--- src/rtl/uart_pkg.sv ---
// Shared UART definitions: bit timing, framing bytes, error codes and the
// receive command-controller state encoding.
package uart_pkg;

   localparam int BIT_DURATION = 27;

   localparam logic [7:0] SOF_BYTE_DEF = 8'h23;
   localparam logic [7:0] ERR_BYTE_DEF = 8'h3F;

   localparam logic [2:0] ERR_NONE     = 3'd0;
   localparam logic [2:0] ERR_LEN      = 3'd1;
   localparam logic [2:0] ERR_CHK      = 3'd2;
   localparam logic [2:0] ERR_PARITY   = 3'd3;
   localparam logic [2:0] ERR_TIMEOUT  = 3'd4;
   localparam logic [2:0] ERR_OVERRUN  = 3'd5;

   typedef enum logic [2:0] {
      ST_IDLE = 3'd0,
      ST_OPC  = 3'd1,
      ST_LEN  = 3'd2,
      ST_PAY  = 3'd3,
      ST_CHK  = 3'd4,
      ST_HOLD = 3'd5
   } rx_state_e;

endpackage

--- src/rtl/uart_frame_timer.sv ---
// Inter-byte timeout counter: clears on clr, counts while en, and flags the
// cycle in which the count sits at LIMIT-1.
module uart_frame_timer #(
   parameter int LIMIT = 2700
) (
   input  logic clk_3125,
   input  logic rst,
   input  logic clr,
   input  logic en,
   output logic expired
);

   localparam int W = (LIMIT > 1) ? $clog2(LIMIT) : 1;

   logic [W-1:0] count_q;

   // NOTE: sequential state is written with <= so every register samples pre-edge values.
   always_ff @(posedge clk_3125) begin
      if (rst || clr) begin
         count_q <= '0;
      end else if (en) begin
         count_q <= count_q + 1'b1;
      end
   end

   assign expired = en && (count_q == W'(LIMIT - 1));

endmodule

--- src/rtl/uart_rx_cmd_ctrl.sv ---
// Frame controller behind the UART receiver: assembles SOF/OPCODE/LEN/PAYLOAD/CHK
// frames into command packets and presents them over a valid/ready handshake.
module uart_rx_cmd_ctrl
   import uart_pkg::*;
#(
   parameter int         MAX_LEN     = 8,
   parameter int         TIMEOUT_CYC = 2700,
   parameter logic [7:0] SOF_BYTE    = SOF_BYTE_DEF,
   parameter logic [7:0] ERR_BYTE    = ERR_BYTE_DEF
) (
   input  logic                 clk_3125,
   input  logic                 rst,
   input  logic [7:0]           rx_msg,
   input  logic                 rx_complete,
   input  logic                 cmd_ready,
   output logic                 cmd_valid,
   output logic [7:0]           cmd_opcode,
   output logic [3:0]           cmd_len,
   output logic [8*MAX_LEN-1:0] cmd_payload,
   output logic                 err_pulse,
   output logic [2:0]           err_code,
   output logic                 busy
);

   rx_state_e state_q, state_d;

   logic                   rx_complete_q;
   logic                   stb;
   logic                   frame_active;
   logic                   tmr_expired;

   logic [7:0]             opcode_q;
   logic [3:0]             len_q;
   logic [3:0]             idx_q;
   logic [7:0]             chk_q;
   logic [MAX_LEN-1:0][7:0] pay_q;

   logic                   ld_opc;
   logic                   ld_len;
   logic                   wr_pay;
   logic                   chk_clr;
   logic                   chk_xor;
   logic                   idx_clr;
   logic                   idx_inc;
   logic                   cmd_load;
   logic                   cmd_accept;
   logic                   err_set;
   logic [2:0]             err_d;

   assign stb          = rx_complete & ~rx_complete_q;
   assign frame_active = state_q inside {ST_OPC, ST_LEN, ST_PAY, ST_CHK};
   assign busy         = (state_q != ST_IDLE);

   uart_frame_timer #(
      .LIMIT (TIMEOUT_CYC)
   ) u_timer (
      .clk_3125 (clk_3125),
      .rst      (rst),
      .clr      (stb || !frame_active),
      .en       (frame_active),
      .expired  (tmr_expired)
   );

   always_ff @(posedge clk_3125) begin
      if (rst) begin
         state_q <= ST_IDLE;
      end else begin
         state_q <= state_d;
      end
   end

   // NOTE: every signal gets a default first so no branch can infer a latch.
   always_comb begin
      state_d    = state_q;
      ld_opc     = 1'b0;
      ld_len     = 1'b0;
      wr_pay     = 1'b0;
      chk_clr    = 1'b0;
      chk_xor    = 1'b0;
      idx_clr    = 1'b0;
      idx_inc    = 1'b0;
      cmd_load   = 1'b0;
      cmd_accept = 1'b0;
      err_set    = 1'b0;
      err_d      = ERR_NONE;

      // A parity-flagged byte aborts the frame before any other decoding of it.
      if (frame_active && stb && rx_msg == ERR_BYTE) begin
         err_set = 1'b1;
         err_d   = ERR_PARITY;
         state_d = ST_IDLE;
      end else if (frame_active && tmr_expired && !stb) begin
         err_set = 1'b1;
         err_d   = ERR_TIMEOUT;
         state_d = ST_IDLE;
      end else begin
         case (state_q)
            ST_IDLE: begin
               if (stb && rx_msg == SOF_BYTE) begin
                  chk_clr = 1'b1;
                  state_d = ST_OPC;
               end
            end
            ST_OPC: begin
               if (stb) begin
                  ld_opc  = 1'b1;
                  chk_xor = 1'b1;
                  state_d = ST_LEN;
               end
            end
            ST_LEN: begin
               if (stb) begin
                  chk_xor = 1'b1;
                  if (rx_msg > 8'(MAX_LEN)) begin
                     err_set = 1'b1;
                     err_d   = ERR_LEN;
                     state_d = ST_IDLE;
                  end else begin
                     ld_len  = 1'b1;
                     idx_clr = 1'b1;
                     state_d = (rx_msg == 8'h00) ? ST_CHK : ST_PAY;
                  end
               end
            end
            ST_PAY: begin
               if (stb) begin
                  wr_pay  = 1'b1;
                  chk_xor = 1'b1;
                  if (idx_q == len_q - 4'd1) begin
                     state_d = ST_CHK;
                  end else begin
                     idx_inc = 1'b1;
                  end
               end
            end
            ST_CHK: begin
               if (stb) begin
                  if (rx_msg == chk_q) begin
                     cmd_load = 1'b1;
                     state_d  = ST_HOLD;
                  end else begin
                     err_set = 1'b1;
                     err_d   = ERR_CHK;
                     state_d = ST_IDLE;
                  end
               end
            end
            ST_HOLD: begin
               // A byte arriving with ready is treated as if the FSM were already idle.
               if (cmd_valid && cmd_ready) begin
                  cmd_accept = 1'b1;
                  if (stb && rx_msg == SOF_BYTE) begin
                     chk_clr = 1'b1;
                     state_d = ST_OPC;
                  end else begin
                     state_d = ST_IDLE;
                  end
               end else if (stb) begin
                  err_set = 1'b1;
                  err_d   = ERR_OVERRUN;
               end
            end
            default: state_d = ST_IDLE;
         endcase
      end
   end

   always_ff @(posedge clk_3125) begin
      if (rst) begin
         // Seed the edge detector so a level already high is not taken as a new byte.
         rx_complete_q <= rx_complete;
         opcode_q      <= '0;
         len_q         <= '0;
         idx_q         <= '0;
         chk_q         <= '0;
         // NOTE: the payload buffer is reset explicitly so no stale data survives a reset.
         pay_q         <= '0;
         cmd_valid     <= 1'b0;
         cmd_opcode    <= '0;
         cmd_len       <= '0;
         cmd_payload   <= '0;
         err_pulse     <= 1'b0;
         err_code      <= ERR_NONE;
      end else begin
         rx_complete_q <= rx_complete;
         err_pulse     <= err_set;
         if (err_set) begin
            err_code <= err_d;
         end

         if (chk_clr) begin
            chk_q <= '0;
         end else if (chk_xor) begin
            chk_q <= chk_q ^ rx_msg;
         end

         if (ld_opc) begin
            opcode_q <= rx_msg;
         end
         if (ld_len) begin
            len_q <= rx_msg[3:0];
         end

         if (idx_clr) begin
            idx_q <= '0;
         end else if (idx_inc) begin
            idx_q <= idx_q + 4'd1;
         end

         for (int i = 0; i < MAX_LEN; i++) begin
            if (wr_pay && idx_q == 4'(i)) begin
               pay_q[i] <= rx_msg;
            end
         end

         // Command outputs only change when a frame is committed; bytes past len read as zero.
         if (cmd_load) begin
            cmd_valid  <= 1'b1;
            cmd_opcode <= opcode_q;
            cmd_len    <= len_q;
            for (int i = 0; i < MAX_LEN; i++) begin
               cmd_payload[8*i +: 8] <= (4'(i) < len_q) ? pay_q[i] : 8'h00;
            end
         end else if (cmd_accept) begin
            cmd_valid <= 1'b0;
         end
      end
   end

endmodule

--- config.mk ---
export PLATFORM = sky130hd
export DESIGN_NAME = uart_rx_cmd_ctrl
export DESIGN_NICKNAME = d
export VERILOG_FILES = /design/src/rtl/uart_pkg.sv /design/src/rtl/uart_frame_timer.sv /design/src/rtl/uart_rx_cmd_ctrl.sv
export SDC_FILE = /design/constraint.sdc
export NUM_CORES = 1
export LEC_CHECK = 0
export ABC_CLOCK_PERIOD_IN_PS = 7300
export CORE_ASPECT_RATIO = 0.8
export CORE_UTILIZATION = 29
export CTS_BUF_LIST = sky130_fd_sc_hd__clkbuf_8
export DETAILED_ROUTE_END_ITERATION = 16
export REMOVE_ABC_BUFFERS = 1
export SLEW_MARGIN = 15
export SYNTH_ARGS = -nofsm -noshare
export SYNTH_HDL_FRONTEND = slang
export SYNTH_SLANG_ARGS = --single-unit
export TNS_END_PERCENT = 30
--- constraint.sdc ---
create_clock -name clk_3125 -period 7.3 [get_ports clk_3125]
set_clock_uncertainty 0.15 [all_clocks]
set_input_delay 2.19 -clock clk_3125 [delete_from_list [all_inputs] [get_ports clk_3125]]
set_output_delay 2.19 -clock clk_3125 [all_outputs]
set_load 0.05 [all_outputs]
==> reports/results.env, run 1 <==
OUTCOME='complete, no violations'
WARNING_COUNT_FROM_THE_YOSYS_RUN=0
GRT_ANTENNA_BEFORE_REPAIR=0
SLOWEST_CELL_DELAY_ON_CRITICAL_PATH_NS=1.00
FINAL_CELL_MIX='185 x sky130_fd_sc_hd__dfxtp_1, 100 x sky130_fd_sc_hd__nor2_1, 92 x sky130_fd_sc_hd__clkdlybuf4s50_1'
CLOCKROOTBUFFER='sky130_fd_sc_hd__clkbuf_8'
WORST_PATH_DOMINANT_CELL_FAMILY='buffers and inverters'
ANTENNADIODECOUNT=0
CTSHTREEMAXLEVEL=4
CTS_SETUP_BUFFERS=0
SYNTH_COMPOUND_AREA_SHARE_PCT=15.4
POST_CTS.RESIZED_INSTANCES=0
TIMING.CRITICAL_PATH.BUF_INV=2
YOSYS.AREA_SHARE.XOR_XNOR_PCT=3.71
DRT-INITIAL-DRC-COUNT=591
FINAL.PERIOD_UTILIZATION_PCT=71.0
FINAL-HOLD-VIOLATION-COUNT=0
DRT-TOTAL-WL_MM=20.9
SYNTH_FF_TYPE='sky130_fd_sc_hd__dfxtp_1'
LAYOUT-AREA-OVERHEAD-VS-SYNTH_PCT=20.5
POST_SYNTH_FA_HA_MAJ_AREA_FRACTION_PCT=1.46
PLACE.DETAILED.INSTANCES=1240
IO-PIN-COUNT=94
NUMBER_OF_GLOBAL_ROUTE_VIAS_BEFORE_REPAIR=5874
VIAS_AFTER_DETAILED_ROUTING=6527
NUMBER_OF_ROWS_CREATED_AT_FLOORPLAN=53
LAYOUT.CELLS.MOST_COMMON='sky130_fd_sc_hd__dfxtp_1'
CRIT_PATH_CATEGORY='in -> reg'
DETAILED_PLACE_HPWL_MM=13.1
CLKSINKCOUNT=185
WORST_SKEW_PAIR.LATE_LATENCY_NS=0.47
TIMING.FINAL.MAX_SLEW_VIOLATIONS=0
SYNTH_ASYNC_SR_FLOP_SHARE_PCT=0
SYNTH_TOP_FAMILY_BY_AREA='simple AND/OR/NAND/NOR gates'
SIMPLE_GATE_PORTION_OF_THE_SYNTHESIZED_AREA_PCT=17.0
DIEAREA_SQ_MM=0.0273
CTS_HOLD_BUF=0
POSTLAYOUTCOREUTIL_PCT=35.5
TIGHTEST_SLEW_NS=0.980
CTS_TREE='yes'
WORSTSETUPSTARTPOINTTYPE='primary input'
P_LEAK_nW=3.59
DRC_VIOLATIONS_LEFT=0
CRITICAL-PATH-SLOWEST-CELL='sky130_fd_sc_hd__clkdlybuf4s50_1'
GRT_FIRST_PASS_WIRELENGTH_MM=32.9
FIN_CRIT_NS=5.18
PLACEMENT.IO_BUFFERS=93
FINAL.FILL_COUNT=2731
TRACK_USAGE_PCT=15.4
SYNTH-EDFF-COUNT=0
GLOBALROUTE.TOTALOVERFLOW=0
CTS_MADE_BUFFERS=17
GRT_MAX_DEGREE=86
FIN_CELLS=1272
CORE_AREA_SQ_MM=0.0262
SETUP-VIOLATIONS-FINAL=0
MAPPEDNETLISTAREA_SQ_MM=0.00773
LAYOUT-DRIVE-GT1-SHARE_PCT=6.01
POST_DRT_VIA_CELL_RATIO=5.13
CRIT_FANOUT=28
TIMING.CRITICAL_PATH.CELLS='clkdlybuf4s50_1 -> and3_1 -> nand3_1 -> o21ai_4 -> buf_4 -> o21ai_0 -> a21oi_1'
YOSYS.CELL_TYPES.COUNT=45
MIN-DELAY-PATH-CLASS='reg -> reg'
CP-END-KIND='flop'
WORSTSETUPSTARTPOINT='rx_msg[4]'
LAYOUT.NETS=923
REGISTER_AREA_SQ_MM=0.00370
DIE_WIDTH_UM=185
PWR_DENSITY_CELL_mW_PER_MM2=193
REQUIRED_NS=7.55
WIRE_PER_INST_UM=16.5
FMAX_MHz=193
WORST-R2R-SETUP-SLACK_NS=4.16
HOLD_START='pay_q[11]'
SLEW-LIMIT-HEADROOM_PCT=34.1
TIMING.RR.START='state_q[2]'
POST_SYNTH.CELL_AREA_AVG_SQ_UM=8.97
DIE_SPAN_IN_Y_UM=148
RSZ0062_AT_GRT='false'
SETUP-TNS-FINAL_NS=0
MAX_CAP_VIOLATIONS=0
ANTENNA_LEFT=0
INITIAL_CELL_DENSITY_OF_THE_CORE_PCT=29.5
POST_SYNTH_MUX_AREA_SHARE_PCT=9.84
FIRSTDRTPASSITERS=5
POSTSYNTHCELLCOUNT=862
PROPORTION_OF_SYNTHESIZED_CHIP_AREA_IN_SEQUENTIAL_CELLS_PCT=47.9
MAX-VDD-IR-DROP_mV=0.102
CLOCK_TREE.BUFFER_DEPTH=2
SYNTH.FF_LATCH_COUNT=185
WORST_SETUP_HOLD_PATH_CLK_SLEW_NS=0.10
PLACE_CONGESTION=0.814
MULTIINPUTGATEAREA_SQ_MM=0.00370
CP.ARRIVAL_NS=5.43
==> through the flow <==
stage / hold slack [ns] / total power, mW / cell area [sq um] / worst slack (ns)
global route: 0.328 / 1.86 / 9310 / 1.87
global placement: 0.303 / 1.10 / 8900 / 1.77
detailed placement: 0.307 / 1.10 / 8900 / 1.72
floorplan: 0.280 / 1.05 / 7400 / 0.247
CTS: 0.317 / 1.81 / 9310 / 2.20
finish: 0.314 / 1.80 / 9310 / 2.12
==> cells by family (layout without fill, tap and decap cells) <==
family | Yosys count | in the layout
simple gates | 259 | 259
mux | 76 | 76
buf+inv | 93 | 146
flops | 185 | 185
fa+ha+maj | 9 | 9
compound gates | 209 | 209
xor+xnor | 31 | 31
==> registers in the layout (all words and copies together) (netlist names), 4 cells and up <==
register         cells
cmd_payload         64
idx_q                4
len_q                4
opcode_q             8
u_timer.count_q     12
cmd_opcode           8
cmd_len              4
chk_q                8
pay_q               64
==> worst paths after layout <==
check                    end  cells after the start
min reg2reg  cmd_payload[11]                      2
max          cmd_payload[26]                      7
min          cmd_payload[11]                      2
max reg2reg  cmd_payload[26]                      6
==> metal layers <==
metal  up-vias  wire length (um)  track usage [%]
met4         0               171             3.83
met3        12              1190             3.42
met5         -                 0                0
li1       3156                 -                -
met1      3168             10600             23.4
met2       191              8930             21.4
==> cell usage after synthesis (4+ instances only) <==
| master | count | area, sq um |
|---|---|---|
| sky130_fd_sc_hd__dfxtp_1 | 185 | 3700 |
| sky130_fd_sc_hd__nor2_1 | 100 | 375 |
| sky130_fd_sc_hd__a21oi_1 | 89 | 445 |
| sky130_fd_sc_hd__clkbuf_1 | 77 | 289 |
| sky130_fd_sc_hd__mux2i_1 | 76 | 761 |
| sky130_fd_sc_hd__o21ai_0 | 76 | 380 |
| sky130_fd_sc_hd__nand4_1 | 72 | 450 |
| sky130_fd_sc_hd__nand3_1 | 31 | 155 |
| sky130_fd_sc_hd__xor2_1 | 17 | 149 |
| sky130_fd_sc_hd__xnor2_1 | 13 | 114 |
| sky130_fd_sc_hd__nand2_1 | 12 | 45.0 |
| sky130_fd_sc_hd__o2111ai_1 | 10 | 87.6 |
| sky130_fd_sc_hd__ha_1 | 9 | 113 |
| sky130_fd_sc_hd__and3_1 | 8 | 50.1 |
| sky130_fd_sc_hd__inv_1 | 8 | 30.0 |
| sky130_fd_sc_hd__o21ai_1 | 8 | 40.0 |
| sky130_fd_sc_hd__nor2b_1 | 7 | 43.8 |
| sky130_fd_sc_hd__nor3_1 | 7 | 35.0 |
| sky130_fd_sc_hd__buf_2 | 6 | 30.0 |
| sky130_fd_sc_hd__o2111ai_2 | 5 | 75.1 |
| sky130_fd_sc_hd__or3_1 | 5 | 31.3 |
| sky130_fd_sc_hd__a211o_1 | 4 | 35.0 |
| sky130_fd_sc_hd__a21o_1 | 4 | 30.0 |
==> worst reg2reg max path, stage by stage (launching register included) <==
cell	delay, ns
sky130_fd_sc_hd__dfxtp_1	0.61
sky130_fd_sc_hd__or3_1	0.31
sky130_fd_sc_hd__nand3_1	0.55
sky130_fd_sc_hd__o21ai_4	0.73
sky130_fd_sc_hd__buf_4	0.40
sky130_fd_sc_hd__o21ai_0	0.16
sky130_fd_sc_hd__a21oi_1	0.15
==> area by class of cell <==
| type | instances | area share, % |
|---|---|---|
| sequential | 185 | 39.8 |
| tap | 357 | 4.80 |
| timing repair buffer | 106 | 11.0 |
| multi-input combinational | 584 | 39.7 |
| clock buffer | 17 | 2.51 |
| clock inverter | 15 | 1.87 |
| inverter | 8 | 0.322 |
==> where the power goes <==
part | switching, mW | internal (mW)
registers | 0.000192 | 1.01
clock network | 0.386 | 0.339
logic | 0.0524 | 0.0138
total | 0.439 | 1.36
Note: power is estimated with default switching activity, not from simulation.
==> run 2, diff against run 1 <==
Settings changed: ABC_CLOCK_PERIOD_IN_PS 7300 to 4300.
Clock period 7.3 ns to 4.3 ns, I/O delays scaled along.
==> run 2 against run 1 <==
Routed wire length is 0.93% higher. Core utilization is 0.84 points higher. The run now ends with design-rule violations left. Power is 78% higher. Non-clock buffer count is 19 higher. Largest cell class unchanged. Critical endpoint is now busy. Global-route usage is 0.39 points higher.
==> reports/results.env, run 2 (same netlist as run 1, synthesis figures left out) <==
SETUP-VIOLATIONS-FINAL=0  # unchanged
IO-PIN-COUNT=94  # unchanged
COMBPWRFRAC_PCT=3.9  # +0.2 points
POWER.SHARE.SEQUENTIAL_PCT=53.5  # -2.5 points
CORE_AREA_SQ_MM=0.0262  # unchanged
OUTCOME='complete, but fails checks'
MAX-VDD-IR-DROP_mV=0.169  # +65%
TIMING.RR.START='state_q[1]'
TRACK_USAGE_PCT=15.8  # +0.39 points
TIMING.FINAL.MAX_SLEW_VIOLATIONS=0  # unchanged
CRIT_PATH_CATEGORY='reg -> out'
POSTLAYOUTCOREUTIL_PCT=36.4  # +0.84 points
PLACEMENT.SETUP.WORST_SLACK_NS=0.469  # -1.25 ns
FIRSTDRTPASSITERS=11  # +6
SLOWEST_CELL_DELAY_ON_CRITICAL_PATH_NS=0.85  # -0.15 ns
FINAL-HOLD-VIOLATION-COUNT=0  # unchanged
FINAL_CELL_MIX='185 x sky130_fd_sc_hd__dfxtp_1, 100 x sky130_fd_sc_hd__nor2_1, 92 x sky130_fd_sc_hd__clkdlybuf4s50_1'
FMAX_MHz=271
CTS_HOLD_BUF=0  # unchanged
LAYOUT.NETS=942  # +2.1%
CP.ARRIVAL_NS=2.24  # -3.19 ns
WL_MET1_MM=10.5  # -1.1%
DIE_SPAN_IN_Y_UM=148  # unchanged
FINAL_DESIGN_AREA_EXCLUDING_FILLERS_SQ_MM=0.00953  # +2.4%
HOLD_START='pay_q[11]'
SETUP-TNS-FINAL_NS=0  # unchanged
GLOBALROUTE.TOTALOVERFLOW=0  # unchanged
P_LEAK_nW=3.70  # +3.2%
FIN_CRIT_NS=3.68
DR.MAX_LAYER_USED='met4'
WL_MET3_MM=1.05  # -11%
POWER_SWITCHING_SHARE_PCT=23.2  # -1.2 points
WORST_SETUP_HOLD_PATH_CLK_SLEW_NS=0.10  # about the same
PLACEDINSTANCEAREA_SQ_MM=0.00907  # +1.9%
TIGHTEST_SLEW_NS=0.652  # -0.328 ns
TIMING.CRITICAL_PATH.CELLS='or3_1 -> clkdlybuf4s50_1'
PWR_DENSITY_CELL_mW_PER_MM2=336  # +74%
SLEW-LIMIT-HEADROOM_PCT=56.3  # +22 points
CRITICAL-PATH-SLOWEST-CELL='sky130_fd_sc_hd__clkdlybuf4s50_1'
ANTENNADIODECOUNT=0  # unchanged
CRIT_FANOUT=14  # -50%
MAX_CAP_VIOLATIONS=0  # unchanged
DETAILED_PLACE_HPWL_MM=14.1  # +8.0%
ROUTED-WL-MET2_MM=9.32  # +4.3%
GRT_FIRST_PASS_WIRELENGTH_MM=33.5  # +1.9%
CTS_TREE='yes'
DRC_VIOLATIONS_LEFT=2  # +2
NUMBER_OF_GLOBAL_ROUTE_VIAS_BEFORE_REPAIR=6032  # +2.7%
HOLDPATHEND='cmd_payload[11]'
REQUIRED_NS=2.86  # -4.69 ns
REG_TOP3='cmd_payload (64), pay_q (64), u_timer.count_q (12)'
CLOCK_TREE.BUFFER_DEPTH=2  # unchanged
DRT-TOTAL-WL_MM=21.1  # +0.93%
WIRE_PER_INST_UM=16.4  # -0.40%
ANTENNA_LEFT=0  # unchanged
DIE_WIDTH_UM=185  # unchanged
WORSTSETUPSTARTPOINTTYPE='flop'
MIN-DELAY-PATH-CLASS='reg -> reg'
P_SWITCHING_uW=742  # +69%
CP-END-KIND='primary output'
NUMBER_OF_ROWS_CREATED_AT_FLOORPLAN=53  # unchanged
DRT-INITIAL-DRC-COUNT=423  # -28%
RSZ0062_AT_GRT='false'
POST_DRT_VIA_CELL_RATIO=5.06  # -1.3%
LAYOUT.CELLS.MOST_COMMON='sky130_fd_sc_hd__dfxtp_1'
CTS_SETUP_BUFFERS=0  # unchanged
LAYOUT-AREA-OVERHEAD-VS-SYNTH_PCT=23.3
PLACE_CONGESTION=0.872  # +7.1%
CLOCK_POWER_SHARE_PCT=42.6  # +2.3 points
PLACEMENT.IO_BUFFERS=93  # unchanged
FAILED_CHECKS='design-rule violations'
VIAS_AFTER_DETAILED_ROUTING=6528  # +0.015%
INITIAL_CELL_DENSITY_OF_THE_CORE_PCT=29.5  # unchanged
FINAL.PERIOD_UTILIZATION_PCT=85.7
GRT_MAX_DEGREE=89  # +3.5%
CTS_MADE_BUFFERS=17  # unchanged
CRITICAL_PATH.REG2REG.ENDPOINT='idx_q[3]'
FIN_HOLD_WS_NS=0.318  # +0.00398 ns
FINAL.FILL_COUNT=2720  # -0.40%
WHS_PATH_DEPTH=2  # unchanged
FINALWORSTSETUPSLACK_NS=0.615  # -1.50 ns
INTERNAL_POWER_mW=2.46  # +81%
FIN_TOTAL_PWR_mW=3.20  # +78%
WORST-R2R-SETUP-SLACK_NS=1.70  # -2.46 ns
POST_CTS.RESIZED_INSTANCES=0  # unchanged
WORST_SKEW_PAIR.LATE_LATENCY_NS=0.48  # about the same
CLOCKROOTBUFFER='sky130_fd_sc_hd__clkbuf_8'
DIEAREA_SQ_MM=0.0273  # unchanged
CTSHTREEMAXLEVEL=4  # unchanged
GRT_ANTENNA_BEFORE_REPAIR=0  # unchanged
FIN_CELLS=1289  # +1.3%
WORST_R2R_PATH_DEPTH=5  # -1
PLACE.DETAILED.INSTANCES=1259  # +1.5%
CLKSINKCOUNT=185  # unchanged
LAYOUT-DRIVE-GT1-SHARE_PCT=7.94  # +1.9 points
[run 2: critical path, delay by kind of cell, from the launching register on]
family                 cells  cell delay, ns
buffers and inverters      1            0.85
and+or+nand+nor            1            0.32
DFF                        1            0.60
[run 2: layout make-up]
type / count / area, sq um / area share [%]
Multi-Input combinational cell: 584 / 3700 / 38.8
Clock inverter: 12 / 211 / 2.22
Clock buffer: 18 / 248 / 2.60
Inverter: 8 / 30.0 / 0.315
Tap cell: 357 / 447 / 4.69
Sequential cell: 185 / 3700 / 38.9
Timing Repair Buffer: 125 / 1190 / 12.5
[run 2: power by group through the flow]
stage	clock, mW	sequential [mW]	combinational [mW]
final	1.36	1.71	0.125
after floorplan	0	1.75	0.0309
after CTS	1.40	1.71	0.124
after detailed placement	0	1.75	0.124
after global placement	0	1.75	0.123
after global routing	1.46	1.71	0.132
[run 2: worst max-delay path by stage]
stage | startpoint | cells after the start | endpoint | slack (ns)
floorplan | rx_msg[7] | 5 | cmd_payload[56] | -1.85
global placement | rx_msg[2] | 6 | pay_q[12] | 0.52
detailed placement | rx_msg[2] | 6 | pay_q[9] | 0.47
CTS | state_q[2] | 2 | busy | 0.59
global route | state_q[1] | 2 | busy | 0.51
finish | state_q[2] | 2 | busy | 0.62
[run 2: per-layer routing]
metal  GRT usage, %  vias up
li1               -     3206
met1           22.3     3165
met2           23.7      145
met3           3.35       12
met4           4.96        0
met5              0        -
==> run 3, diff against run 2 <==
Settings changed: CAP_MARGIN from default to 30, CORE_UTILIZATION 29 to 50, PLACE_DENSITY from default to 0.76.
==> run 3 against run 2 <==
The flow now finishes without violations. Core utilization grew 25 points. Routed wire length fell by 7.1%. Global-route usage is 9.5 points higher. Clock-buffer cell count rose by 1. Critical endpoint unchanged. Critical path type unchanged. Via count increased by 1.6%.
==> reports/results.env, run 3 (same netlist as run 1, synthesis figures left out) <==
FIN_TOTAL_PWR_mW=2.99  # -6.6%
PLACEMENT.SETUP.WORST_SLACK_NS=0.426  # -0.0425 ns
CTSHTREEMAXLEVEL=4  # unchanged
FMAX_MHz=275  # +1.2%
SETUP-VIOLATIONS-FINAL=0  # unchanged
DRC_VIOLATIONS_LEFT=0  # -2
DRT-TOTAL-WL_MM=19.6  # -7.1%
NUMBER_OF_GLOBAL_ROUTE_VIAS_BEFORE_REPAIR=5944  # -1.5%
GRT_FIRST_PASS_WIRELENGTH_MM=31.6  # -5.7%
CORE_AREA_SQ_MM=0.0151  # -42%
REQUIRED_NS=2.86  # about the same
VIAS_AFTER_DETAILED_ROUTING=6630  # +1.6%
WORSTSETUPSTARTPOINTTYPE='flop'
FINAL-HOLD-VIOLATION-COUNT=0  # unchanged
WIRE_PER_INST_UM=17.2  # +4.9%
LAYOUT.NETS=939  # -0.32%
CRIT_FANOUT=14  # unchanged
FIRSTDRTPASSITERS=5  # -6
CTS_TREE='yes'
REGISTER_AREA_SQ_MM=0.00370  # unchanged
CRIT_PATH_CATEGORY='reg -> out'
MAX-VDD-IR-DROP_mV=0.329  # +95%
NUMBER_OF_ROWS_CREATED_AT_FLOORPLAN=40  # -25%
LAYOUT.CELLS.MOST_COMMON='sky130_fd_sc_hd__dfxtp_1'
FINAL_DESIGN_AREA_EXCLUDING_FILLERS_SQ_MM=0.00927  # -2.8%
CTS_MADE_BUFFERS=17  # unchanged
TIMING.FINAL.MAX_SLEW_VIOLATIONS=0  # unchanged
WORST_SKEW_PAIR.LATE_LATENCY_NS=0.48  # about the same
GRT_ANTENNA_BEFORE_REPAIR=0  # unchanged
SLOWEST_CELL_DELAY_ON_CRITICAL_PATH_NS=0.84  # about the same
GRT_MAX_DEGREE=93  # +4.5%
MIN-DELAY-PATH-CLASS='reg -> reg'
DIE_SPAN_IN_Y_UM=113  # -24%
CTS_HOLD_BUF=0  # unchanged
LAYOUT-AREA-OVERHEAD-VS-SYNTH_PCT=19.9
POST_DRT_VIA_CELL_RATIO=5.81  # +15%
MAX_CAP_VIOLATIONS=0  # unchanged
PLACEMENT.IO_BUFFERS=93  # unchanged
TRACK_USAGE_PCT=25.3  # +9.5 points
INITIAL_CELL_DENSITY_OF_THE_CORE_PCT=51.3  # +22 points
CTS_SETUP_BUFFERS=0  # unchanged
CLOCK_TREE.BUFFER_DEPTH=2  # unchanged
CLKSINKCOUNT=185  # unchanged
MULTIINPUTGATEAREA_SQ_MM=0.00370  # unchanged
P_SWITCHING_uW=705  # -5.0%
GLOBALROUTE.TOTALOVERFLOW=0  # unchanged
DRT-INITIAL-DRC-COUNT=538  # +27%
REG_TOP3='cmd_payload (64), pay_q (64), u_timer.count_q (12)'
RSZ0062_AT_GRT='false'
TIGHTEST_SLEW_NS=0.647  # -0.00483 ns
ANTENNADIODECOUNT=0  # unchanged
POWER_SWITCHING_SHARE_PCT=23.6  # +0.39 points
CLOCKROOTBUFFER='sky130_fd_sc_hd__clkbuf_8'
PWR_DENSITY_CELL_mW_PER_MM2=323  # -3.9%
PLACE_CONGESTION=0.869  # -0.31%
SLEW-LIMIT-HEADROOM_PCT=56.6  # +0.32 points
IO-PIN-COUNT=94  # unchanged
INTERNAL_POWER_mW=2.28  # -7.0%
FINAL.FILL_COUNT=1297  # -52%
TIMING.CRITICAL_PATH.CELLS='or3_1 -> clkdlybuf4s50_1'
CRITICAL-PATH-SLOWEST-CELL='sky130_fd_sc_hd__clkdlybuf4s50_1'
DIE_WIDTH_UM=141  # -24%
DETAILED_PLACE_HPWL_MM=12.6  # -11%
FINAL.PERIOD_UTILIZATION_PCT=84.7  # -1.0 points
ANTENNA_LEFT=0  # unchanged
DIEAREA_SQ_MM=0.0160  # -42%
FINAL_CELL_MIX='185 x sky130_fd_sc_hd__dfxtp_1, 100 x sky130_fd_sc_hd__nor2_1, 92 x sky130_fd_sc_hd__clkdlybuf4s50_1'
COMBPWRFRAC_PCT=4.0  # about the same
FIN_CRIT_NS=3.64  # -0.0434 ns
SETUP-TNS-FINAL_NS=0  # unchanged
CLOCK_POWER_SHARE_PCT=38.7  # -3.9 points
FINALWORSTSETUPSLACK_NS=0.659  # +0.0434 ns
OUTCOME='complete, no violations'
P_LEAK_nW=3.67  # -0.86%
CP-END-KIND='primary output'
POWER.SHARE.SEQUENTIAL_PCT=57.3  # +3.8 points
LAYOUT-DRIVE-GT1-SHARE_PCT=7.63  # -0.31 points
POST_CTS.RESIZED_INSTANCES=0  # unchanged
CP.ARRIVAL_NS=2.20  # -0.04 ns
WORST_SETUP_HOLD_PATH_CLK_SLEW_NS=0.09  # about the same
PLACEDINSTANCEAREA_SQ_MM=0.00888  # -2.1%
## run 3: metrics by stage
stage	utilization (%)	cells	hold slack (ns)
after floorplan	-	777	0.280
after global routing	61.5	1141	0.333
final	61.5	1141	0.316
after detailed placement	58.9	1109	0.308
after CTS	61.5	1141	0.316
after global placement	58.9	1109	0.304
## run 3: critical path, delay by kind of cell, from the launching register on
family                 cells  cell delay (ns)
buffers and inverters      1             0.84
flip-flops                 1             0.59
AND/OR/NAND/NOR            1             0.29
## run 3: routing by layer
metal  global-route usage, %  vias up  wire length (um)  share of wire, %
met4                    8.04        0               286               1.5
met5                       0        -                 0                 0
met2                    37.8      219              8610                44
li1                        -     3195                 -                 -
met3                    5.71       30              1170               6.0
met1                    36.1     3186              9550                49
## run 3: final cells by class
type                       instances  share of cell area [%]
clock buffer                      19                    2.82
sequential                       185                    40.0
tap                              210                    2.84
clock inverter                    13                    1.39
inverter                           8                   0.324
multi-input combinational        584                    39.9
timing repair buffer             122                    12.8
## run 3: worst paths after layout
kind               startpoint            end  slack (ns)  cells past startpoint
hold / removal    opcode_q[5]  cmd_opcode[5]        0.32                      2
setup reg to reg   state_q[1]       idx_q[3]        1.70                      5
setup / recovery   state_q[2]           busy        0.66                      2
hold reg to reg   opcode_q[5]  cmd_opcode[5]        0.32                      2
## run 3: power groups by stage
stage	Clock, mW	Sequential, mW	Combinational, mW
floorplan	0	1.75	0.0309
global placement	0	1.75	0.118
detailed placement	0	1.75	0.117
CTS	1.18	1.71	0.117
global route	1.25	1.71	0.126
finish	1.16	1.71	0.120
